`src/rtl/tmr_scrub_ctrl.sv`:
```
// Triple-redundant register bank with host read/write access, a background
// majority-vote scrubber that repairs disagreeing copies, and a fault-injection port.
module tmr_scrub_ctrl #(
  parameter int WIDTH     = 8,
  parameter int NWORDS    = 16,
  parameter int AW        = 4,
  parameter int SCRUB_DIV = 4,
  parameter int CNT_W     = 8
) (
  input  logic             CLK,
  input  logic             R,
  input  logic             WE,
  input  logic [AW-1:0]    WADDR,
  input  logic [WIDTH-1:0] WDATA,
  input  logic             RE,
  input  logic [AW-1:0]    RADDR,
  output logic [WIDTH-1:0] RDATA,
  output logic             RVALID,
  input  logic             SCRUB_EN,
  input  logic             INJ_EN,
  input  logic [1:0]       INJ_SEL,
  input  logic [AW-1:0]    INJ_ADDR,
  input  logic [WIDTH-1:0] INJ_MASK,
  output logic             SCRUB_BUSY,
  output logic             ERR_FLAG,
  output logic [AW-1:0]    ERR_ADDR,
  output logic [CNT_W-1:0] ERR_CNT
);

  typedef enum logic [1:0] {S_IDLE, S_FETCH, S_VOTE, S_FIX} state_t;

  localparam int DIV_W = (SCRUB_DIV > 1) ? $clog2(SCRUB_DIV) : 1;
  localparam logic [DIV_W-1:0] DIV_LAST = DIV_W'(SCRUB_DIV - 1);

  function automatic logic [WIDTH-1:0] maj3(input logic [WIDTH-1:0] a,
                                            input logic [WIDTH-1:0] b,
                                            input logic [WIDTH-1:0] c);
    return (a & b) | (a & c) | (b & c);
  endfunction

  function automatic logic [CNT_W-1:0] sat_inc(input logic [CNT_W-1:0] v);
    return (&v) ? v : v + 1'b1;
  endfunction

  logic [NWORDS-1:0][WIDTH-1:0] mem_a_q, mem_a_d;
  logic [NWORDS-1:0][WIDTH-1:0] mem_b_q, mem_b_d;
  logic [NWORDS-1:0][WIDTH-1:0] mem_c_q, mem_c_d;

  state_t           state_q, state_d;
  logic [DIV_W-1:0] div_q, div_d;
  logic [AW-1:0]    scrub_addr_q, scrub_addr_d;
  logic [WIDTH-1:0] lat_a_q, lat_a_d, lat_b_q, lat_b_d, lat_c_q, lat_c_d;
  logic [WIDTH-1:0] vote_q, vote_d;
  logic [WIDTH-1:0] rdata_q, rdata_d;
  logic             rvalid_q, rvalid_d;
  logic             err_flag_q, err_flag_d;
  logic [AW-1:0]    err_addr_q, err_addr_d;
  logic [CNT_W-1:0] err_cnt_q, err_cnt_d;

  logic             host_hit;
  logic             fix_commit;
  logic [WIDTH-1:0] voted;
  logic             mismatch;

  always_comb begin
    state_d      = state_q;
    div_d        = div_q;
    scrub_addr_d = scrub_addr_q;
    lat_a_d      = lat_a_q;
    lat_b_d      = lat_b_q;
    lat_c_d      = lat_c_q;
    vote_d       = vote_q;
    rdata_d      = rdata_q;
    rvalid_d     = RE;
    err_flag_d   = 1'b0;
    err_addr_d   = err_addr_q;
    err_cnt_d    = err_cnt_q;
    fix_commit   = 1'b0;

    // A host write to the word under scrub always wins and restarts that word.
    host_hit = WE && (WADDR == scrub_addr_q);
    voted    = maj3(lat_a_q, lat_b_q, lat_c_q);
    mismatch = (lat_a_q != voted) || (lat_b_q != voted) || (lat_c_q != voted);

    if (RE) begin
      rdata_d = maj3(mem_a_q[RADDR], mem_b_q[RADDR], mem_c_q[RADDR]);
    end

    unique case (state_q)
      S_IDLE: begin
        if (SCRUB_EN) begin
          if (div_q == DIV_LAST) begin
            div_d   = '0;
            state_d = S_FETCH;
          end else begin
            div_d = div_q + 1'b1;
          end
        end
      end
      S_FETCH: begin
        lat_a_d = mem_a_q[scrub_addr_q];
        lat_b_d = mem_b_q[scrub_addr_q];
        lat_c_d = mem_c_q[scrub_addr_q];
        state_d = host_hit ? S_IDLE : S_VOTE;
      end
      S_VOTE: begin
        state_d = S_IDLE;
        if (!host_hit) begin
          if (mismatch) begin
            vote_d  = voted;
            state_d = S_FIX;
          end else begin
            scrub_addr_d = scrub_addr_q + 1'b1;
          end
        end
      end
      S_FIX: begin
        state_d = S_IDLE;
        if (!host_hit) begin
          fix_commit   = 1'b1;
          err_flag_d   = 1'b1;
          err_addr_d   = scrub_addr_q;
          err_cnt_d    = sat_inc(err_cnt_q);
          scrub_addr_d = scrub_addr_q + 1'b1;
        end
      end
      default: state_d = S_IDLE;
    endcase

    mem_a_d = mem_a_q;
    mem_b_d = mem_b_q;
    mem_c_d = mem_c_q;
    if (fix_commit) begin
      mem_a_d[scrub_addr_q] = vote_q;
      mem_b_d[scrub_addr_q] = vote_q;
      mem_c_d[scrub_addr_q] = vote_q;
    end
    if (WE) begin
      mem_a_d[WADDR] = WDATA;
      mem_b_d[WADDR] = WDATA;
      mem_c_d[WADDR] = WDATA;
    end
    // Injection is applied on top of any same-cycle write to the same word.
    if (INJ_EN) begin
      case (INJ_SEL)
        2'd0:    mem_a_d[INJ_ADDR] = mem_a_d[INJ_ADDR] ^ INJ_MASK;
        2'd1:    mem_b_d[INJ_ADDR] = mem_b_d[INJ_ADDR] ^ INJ_MASK;
        2'd2:    mem_c_d[INJ_ADDR] = mem_c_d[INJ_ADDR] ^ INJ_MASK;
        default: ;
      endcase
    end
  end

  always_ff @(posedge CLK) begin
    if (R) begin
      mem_a_q      <= '0;
      mem_b_q      <= '0;
      mem_c_q      <= '0;
      state_q      <= S_IDLE;
      div_q        <= '0;
      scrub_addr_q <= '0;
      lat_a_q      <= '0;
      lat_b_q      <= '0;
      lat_c_q      <= '0;
      vote_q       <= '0;
      rdata_q      <= '0;
      rvalid_q     <= 1'b0;
      err_flag_q   <= 1'b0;
      err_addr_q   <= '0;
      err_cnt_q    <= '0;
    end else begin
      mem_a_q      <= mem_a_d;
      mem_b_q      <= mem_b_d;
      mem_c_q      <= mem_c_d;
      state_q      <= state_d;
      div_q        <= div_d;
      scrub_addr_q <= scrub_addr_d;
      lat_a_q      <= lat_a_d;
      lat_b_q      <= lat_b_d;
      lat_c_q      <= lat_c_d;
      vote_q       <= vote_d;
      rdata_q      <= rdata_d;
      rvalid_q     <= rvalid_d;
      err_flag_q   <= err_flag_d;
      err_addr_q   <= err_addr_d;
      err_cnt_q    <= err_cnt_d;
    end
  end

  assign RDATA      = rdata_q;
  assign RVALID     = rvalid_q;
  assign SCRUB_BUSY = (state_q != S_IDLE);
  assign ERR_FLAG   = err_flag_q;
  assign ERR_ADDR   = err_addr_q;
  assign ERR_CNT    = err_cnt_q;

endmodule

```
`config.mk`:
```
export PLATFORM = sky130hd
export DESIGN_NAME = tmr_scrub_ctrl
export DESIGN_NICKNAME = d
export VERILOG_FILES = /design/src/rtl/tmr_scrub_ctrl.sv
export SDC_FILE = /design/constraint.sdc
export NUM_CORES = 2
export LEC_CHECK = 0
export CAP_MARGIN = 30
export CORE_MARGIN = 5
export CORE_UTILIZATION = 30
export CTS_CLUSTER_DIAMETER = 60
export DETAILED_ROUTE_END_ITERATION = 10
export MAX_ROUTING_LAYER = met4
export PLACE_DENSITY = 0.43
export SYNTH_ARGS = -nofsm -noshare
export SYNTH_HDL_FRONTEND = slang
export SYNTH_SLANG_ARGS = --single-unit
```
`constraint.sdc`:
```
create_clock -name CLK -period 5.4 [get_ports CLK]
set_input_delay 0.54 -clock CLK [delete_from_list [all_inputs] [get_ports CLK]]
set_output_delay 0.54 -clock CLK [all_outputs]
set_load 0.01 [all_outputs]
```
[Word level (Yosys, flattened, before mapping)]
Index checks and enable logic that the tools add are counted.
Cells by class
  bitwise gates (word level): 15
  shift-type cells: 0
  mux-type cells: 58
  reduce and logical (&&, ||, !) cells: 17
  $add $sub $neg: 3
  magnitude comparators: 7
  multiply operators: 0
  divide/modulo/power cells: 0
  equality and inequality tests: 15
Operator list (count)
  128-bit two-way mux: 12
  128-bit bitwise mux: 9
  8-bit binary-select mux with 4-bit select: 9
  8-bit demux with 4-bit select: 3
  8-bit two-way mux: 12
  8-bit AND: 6
  8-bit OR: 4
  8-bit != test: 3
  8-bit bitwise XOR: 3
  4-bit by 5-bit < comparator with 1-bit output (second input constant): 4
  4-bit by 1-bit greater-or-equal comparator with 1-bit output (second input constant): 3
  2-bit two-way mux: 6
  4-bit two-way mux: 3
  2-bit != test (second input constant): 5
  8-bit by 1-bit adder with 8-bit output (second input constant): 1
  2-bit == test (second input constant): 4
  2-bit case mux with 4 select lines: 1
  4-bit case mux with 2 select lines: 1
  8-bit AND reduction: 1
  2-bit AND reduction: 3
  3-bit AND reduction: 2
  4-bit by 1-bit adder with 4-bit output (second input constant): 1
  2-bit by 1-bit == test with 1-bit output (second input constant): 2
  4-bit == test: 1
  8 further kinds: 16
Word-level totals
  bits of input ports: 36
  word-level logic and storage cells: 175
  memories kept: 0
  latch bits: 0
  bits in writable memories: 0
  bits in registers: 446
  output and inout bits: 23
  bits in read-only memories: 0

[Depth between registers and ports, before layout]
  depth after elaboration: 14
  gate-level depth with buffers: 16
  depth with buffers taken out: 11

[Worst setup path after synthesis]
Ideal clock, no wire load.
  path type: register -> register
  start point: register scrub_addr_q[0]
  end point: register mem_b_q[42] (netlist bit)
  required time: 5.256 ns
  buffers on the path: 5
  period minus slack after synthesis: 4.004 ns
  path slack: 1.396 ns
  stages on the path, launching flop included: 15
  arrival time: 3.860 ns
  setup time: 0.144 ns
  cells stage by stage: dfxtp_1 -> buf_2 -> buf_1 -> buf_1 -> inv_1 -> ha_1 -> inv_1 -> clkbuf_1 -> o31ai_1 -> clkbuf_1 -> or2_2 -> a22oi_1 -> o2111ai_1 -> xnor2_1 -> o32ai_1
Between the ends
  longest elaborated chain between the ends: 14
  elaborated cells between the ends (all ways): 19
  those cells by class: order compare: 2; eq/ne: 1; mux: 13; bitwise: 1; reduce/logical: 2
RTL lines
  start: declaration: RTL line 51  | logic [AW-1:0] scrub_addr_q, scrub_addr_d;
  start signal: assignment: RTL line 177  | scrub_addr_q <= scrub_addr_d;
  4-bit by 5-bit < comparator with 1-bit output (not written as such) / 4-bit by 1-bit greater-or-equal comparator with 1-bit output (equally long branches): RTL line 135  | mem_b_d[scrub_addr_q] = vote_q;
  1-bit logical AND (not written as such): RTL line 135
  8-bit two-way mux (not written as such): RTL line 135
  8-bit demux with 4-bit select: RTL line 135
  128-bit bitwise mux: RTL line 135
  128-bit two-way mux (*): RTL line 133  | if (fix_commit) begin
  128-bit bitwise mux: RTL line 140  | mem_b_d[WADDR] = WDATA;
  128-bit two-way mux (*): RTL line 138  | if (WE) begin
  8-bit binary-select mux with 4-bit select: RTL line 147  | 2'd1: mem_b_d[INJ_ADDR] = mem_b_d[INJ_ADDR] ^ INJ_MASK;
  8-bit two-way mux (not written as such): RTL line 147
  8-bit bitwise XOR: RTL line 147
  128-bit bitwise mux: RTL line 147
  128-bit two-way mux: RTL line 145  | case (INJ_SEL)
  128-bit two-way mux (*): RTL line 144  | if (INJ_EN) begin
  end signal: assignment: RTL line 173  | mem_b_q <= mem_b_d;
  end: declaration: RTL line 46  | logic [NWORDS-1:0][WIDTH-1:0] mem_b_q, mem_b_d;
Every way passes the cells marked *; elsewhere a longest branch is shown, timed or not. The select of a mux whose other input is x is not followed.
A chain may end at the register's enable or synchronous reset.

[Final worst setup path]
  start point: register scrub_addr_q[0]
  end point: register mem_a_q[94] (netlist bit)
Between the ends
  longest elaborated chain between the ends: 14
  elaborated cells between the ends (all ways): 19
  those cells by class: order compare: 2; eq/ne: 1; mux: 13; bitwise: 1; reduce/logical: 2
RTL lines
  4-bit by 5-bit < comparator with 1-bit output (not written as such) / 4-bit by 1-bit greater-or-equal comparator with 1-bit output (equally long branches): RTL line 134  | mem_a_d[scrub_addr_q] = vote_q;
  1-bit logical AND (not written as such): RTL line 134
  8-bit two-way mux (not written as such): RTL line 134
  8-bit demux with 4-bit select: RTL line 134
  128-bit bitwise mux: RTL line 134
  128-bit two-way mux (*): RTL line 133
  128-bit bitwise mux: RTL line 139  | mem_a_d[WADDR] = WDATA;
  128-bit two-way mux (*): RTL line 138
  8-bit binary-select mux with 4-bit select: RTL line 146  | 2'd0: mem_a_d[INJ_ADDR] = mem_a_d[INJ_ADDR] ^ INJ_MASK;
  8-bit two-way mux (not written as such): RTL line 146
  8-bit bitwise XOR: RTL line 146
  128-bit bitwise mux: RTL line 146
  128-bit two-way mux: RTL line 145
  128-bit two-way mux (*): RTL line 144
  end signal: assignment: RTL line 172  | mem_a_q <= mem_a_d;
  end: declaration: RTL line 45  | logic [NWORDS-1:0][WIDTH-1:0] mem_a_q, mem_a_d;
Marks and branches as above.

==> run summary <==
Status: completed
Final cell area excluding filler cells: 35020 sq um
Clock slew at reported path FFs: 60 ps
Final count of negative-setup-slack endpoints: 0
Synth area leader: dfxtp_1
# fillers: 10030
Flop2flop setup slack: 860 ps
Worst path max stage delay: 750 ps
Chip Width: 323.0 um
Worst IR Drop VDD: 0.2344 mV
CTS resizes: 0
Vias in the first global route: 30450
Mapped Cells: 3446
Achievable Freq: 220.5 MHz
Clk buf depth: 3
ANT nets after route: 0
GPL Wtd Cong: 1.007
Initial core utilization: 0.3030
Storage cell area: 8937 sq um
Total gr overflow: 0
Mapped Area: 29390 sq um
Largest net degree at the start of global routing: 123
Core area: 96990 sq um
Register area share after synthesis: 0.3038
R2R cell count: 9
Area added between synthesis and finish: 19.15%
Count leader, synth: dfxtp_1
GRT Overall Usage: 0.3488
Total Wirelength: 183400 um
Final hold vios: 0
Die area: 104300 sq um
Placed Area: 32520 sq um
Main synth FF type: dfxtp_1
TritonCTS Sinks: 446
Slew @ Worst Pin: 1139 ps
Post-synth EDFFs: 0
Crit path DAT: 5010 ps
CTS tree: done
WL/cell: 37.65 um
IO Port Bufs: 58
Max-cap violations: 0
RSZ-0062 raised after global routing: false
Hold crit path type: in2reg
DP HPWL: 135700 um
Mapped Avg Cell Area: 8.529 sq um
Yosys warns: 0
Startpoint Class: register
Reg2reg start: scrub_addr_q[0]$_SDFFE_PP0P_
Type of the setup path with the least slack: reg2reg
Routed met3 length: 21480 um
Highest metal used: met4
Die height: 323.0 um
Final Instance Count excl. Fillers: 4872
DR vias/cell: 6.813
Critical-path maximum fanout: 26
Hold-fix buffers at CTS: 0
Reg-to-reg endpoint: mem_a_q[94]$_SDFF_PP0_
Met1 WL: 75080 um
Inst Count DP: 4728
Fin Setup TNS: 0 ps
Worst Setup SP: scrub_addr_q[0]$_SDFFE_PP0P_
Iteration-0 DRC Markers: 5162
Via count: 33190
Async S/R FF share, synth: 0
Most frequent cells after synthesis: dfxtp_1, nor2_1, nand2_1, o21ai_0, clkbuf_1
Most used cell along the critical path: o22ai_1
CP cell instances: ha_1, inv_1, or3_1, o22ai_1, o32ai_1, a21oi_1, nand4b_1, xnor2_1, o22ai_1
TritonCTS Buffers: 70
Post-synth cell types: 83
Max transition margin: 0.2405
Multi-input logic area: 19550 sq um
Postcts setup bufs: 0
Clock latency on the worst-skew pair: 630 ps
Worst Clk Skew: 26.40 ps
Min cycle time layout: 4535 ps
Worst path bufs/invs: 1
PwrDens: 269.5 nW/um^2
Slowest CP cell: o22ai_1
Worst path depth: 9
Crit end category: register
Post-synth top area share: 0.3038
Period Utilization, post-route: 0.8398
Final Max Tran Viols: 0
# rows: 114
Drt first pass iters: 6
Antenna violations before repair: 12
Synth Register Bits: 446
First-pass GRT wire length: 249000 um
Top cells by area, synth: dfxtp_1, mux4_2, nor2_1, o21ai_0, nand2_1
Layout cells sized above 1: 0.1776
Setup crit end: mem_a_q[94]$_SDFF_PP0_
DRC Markers: 0
Leakage: 0.01130 uW
Num ports: 59
Final core occ: 0.3611
H-Tree Depth: 3
Nets: 3571
Metal2 WL: 75470 um
Post-Syn Nets: 3488
Worst path required time: 5870 ps
Crit-path leading delay family: compound AO/OA/AOI/OAI gates
Root Driver: clkbuf_16
## flip-flops by register name, summed over array words and instances, names as in the netlist, 2 cells and up
register and flops:
div_q 2, ERR_ADDR 4, mem_c_q 128, lat_c_q 8
lat_a_q 8, state_q 2, mem_a_q 128, lat_b_q 8
mem_b_q 128, ERR_CNT 8, RDATA 8, vote_q 8
scrub_addr_q 4
## layer usage
metal  vias to the layer above  global-route usage
li1                      13760                   -
met1                     16450              0.4634
met2                      2478              0.4865
met3                       511             0.09147
met4                         0              0.1804
met5                         -                   -
## layout by cell type, fill, tap and decap left out, types with 14 or more instances in the layout
cell / count
dfxtp_1: 443
nor2_1: 390
nand2_1: 299
o21ai_0: 285
buf_4: 208
mux4_2: 182
a21oi_1: 179
o22ai_1: 177
o211ai_1: 109
a211oi_1: 99
nor3_1: 88
o32ai_1: 82
clkbuf_16: 73
maj3_1: 69
a31oi_1: 58
clkdlybuf4s50_1: 53
a21o_1: 40
or2_2: 35
or3_1: 34
xor2_1: 33
xnor2_1: 33
nor2b_1: 32
nand3_1: 32
nand4_1: 30
a311oi_1: 27
nand2b_1: 26
o311ai_0: 26
o221ai_1: 24
o221a_2: 21
o22a_1: 20
o211a_1: 20
a22oi_1: 20
and2_1: 19
a311o_1: 19
o21a_1: 16
diode_2: 14
and3_1: 14
## worst register-to-register path: stages, from the launching register on
cell and delay [ps]:
dfxtp_4 720, ha_1 490, inv_1 470, or3_1 490, o22ai_1 750, o32ai_1 190, a21oi_1 220, nand4b_1 140
xnor2_1 680, o22ai_1 220
## layout make-up
class / count / area share
Timing Repair Buffer: 282 / 0.07099
Inverter: 15 / 0.001608
Clock inverter: 32 / 0.01068
Antenna cell: 14 / 0.001000
Clock buffer: 93 / 0.05659
Multi-Input combinational cell: 2714 / 0.5583
Sequential cell: 446 / 0.2552
Tap cell: 1276 / 0.04559
## how the worst min path moves through the flow
stage                                        from                      end  slack [ps]  cells past startpoint
final                                           R    mem_b_q[7]$_SDFF_PP0_         410                      2
after global routing                            R  ERR_CNT[0]$_SDFFE_PP0P_         400                      2
after CTS                                       R    mem_b_q[8]$_SDFF_PP0_         370                      2
after detailed placement  lat_a_q[6]$_SDFFE_PP0N_  lat_a_q[6]$_SDFFE_PP0N_         470                      2
after global placement    lat_a_q[6]$_SDFFE_PP0N_  lat_a_q[6]$_SDFFE_PP0N_         470                      2
after floorplan           lat_a_q[6]$_SDFFE_PP0N_  lat_a_q[6]$_SDFFE_PP0N_         450                      2
## through the flow
| stage | hold slack (ps) | total power (uW) | setup slack [ps] |
|---|---|---|---|
| final | 411.5 | 9439 | 864.9 |
| after global routing | 401.3 | 9627 | 744.5 |
| after CTS | 370.2 | 9394 | 979.2 |
| after detailed placement | 473.0 | 4669 | 996.0 |
| after global placement | 470.0 | 4672 | 987.1 |
| after floorplan | 453.7 | 4119 | 1396 |
## where the power goes
group	internal [uW]	switching [uW]
clock network	2890	1900
registers	3370	85.7
logic	389	809
## kinds of logic after synthesis
family                     count (synthesis)  synth area share
AOI/OAI and AO/OA                       1320            0.3045
xor gates and xnor gates                  66           0.01967
adders and majority gates                 75           0.02605
buffers and inverters                    286           0.03789
DFF                                      446            0.3038
muxes                                    198            0.1454
and+or+nand+nor                         1055            0.1627
No activity file was read; power rests on OpenSTA's default activity.
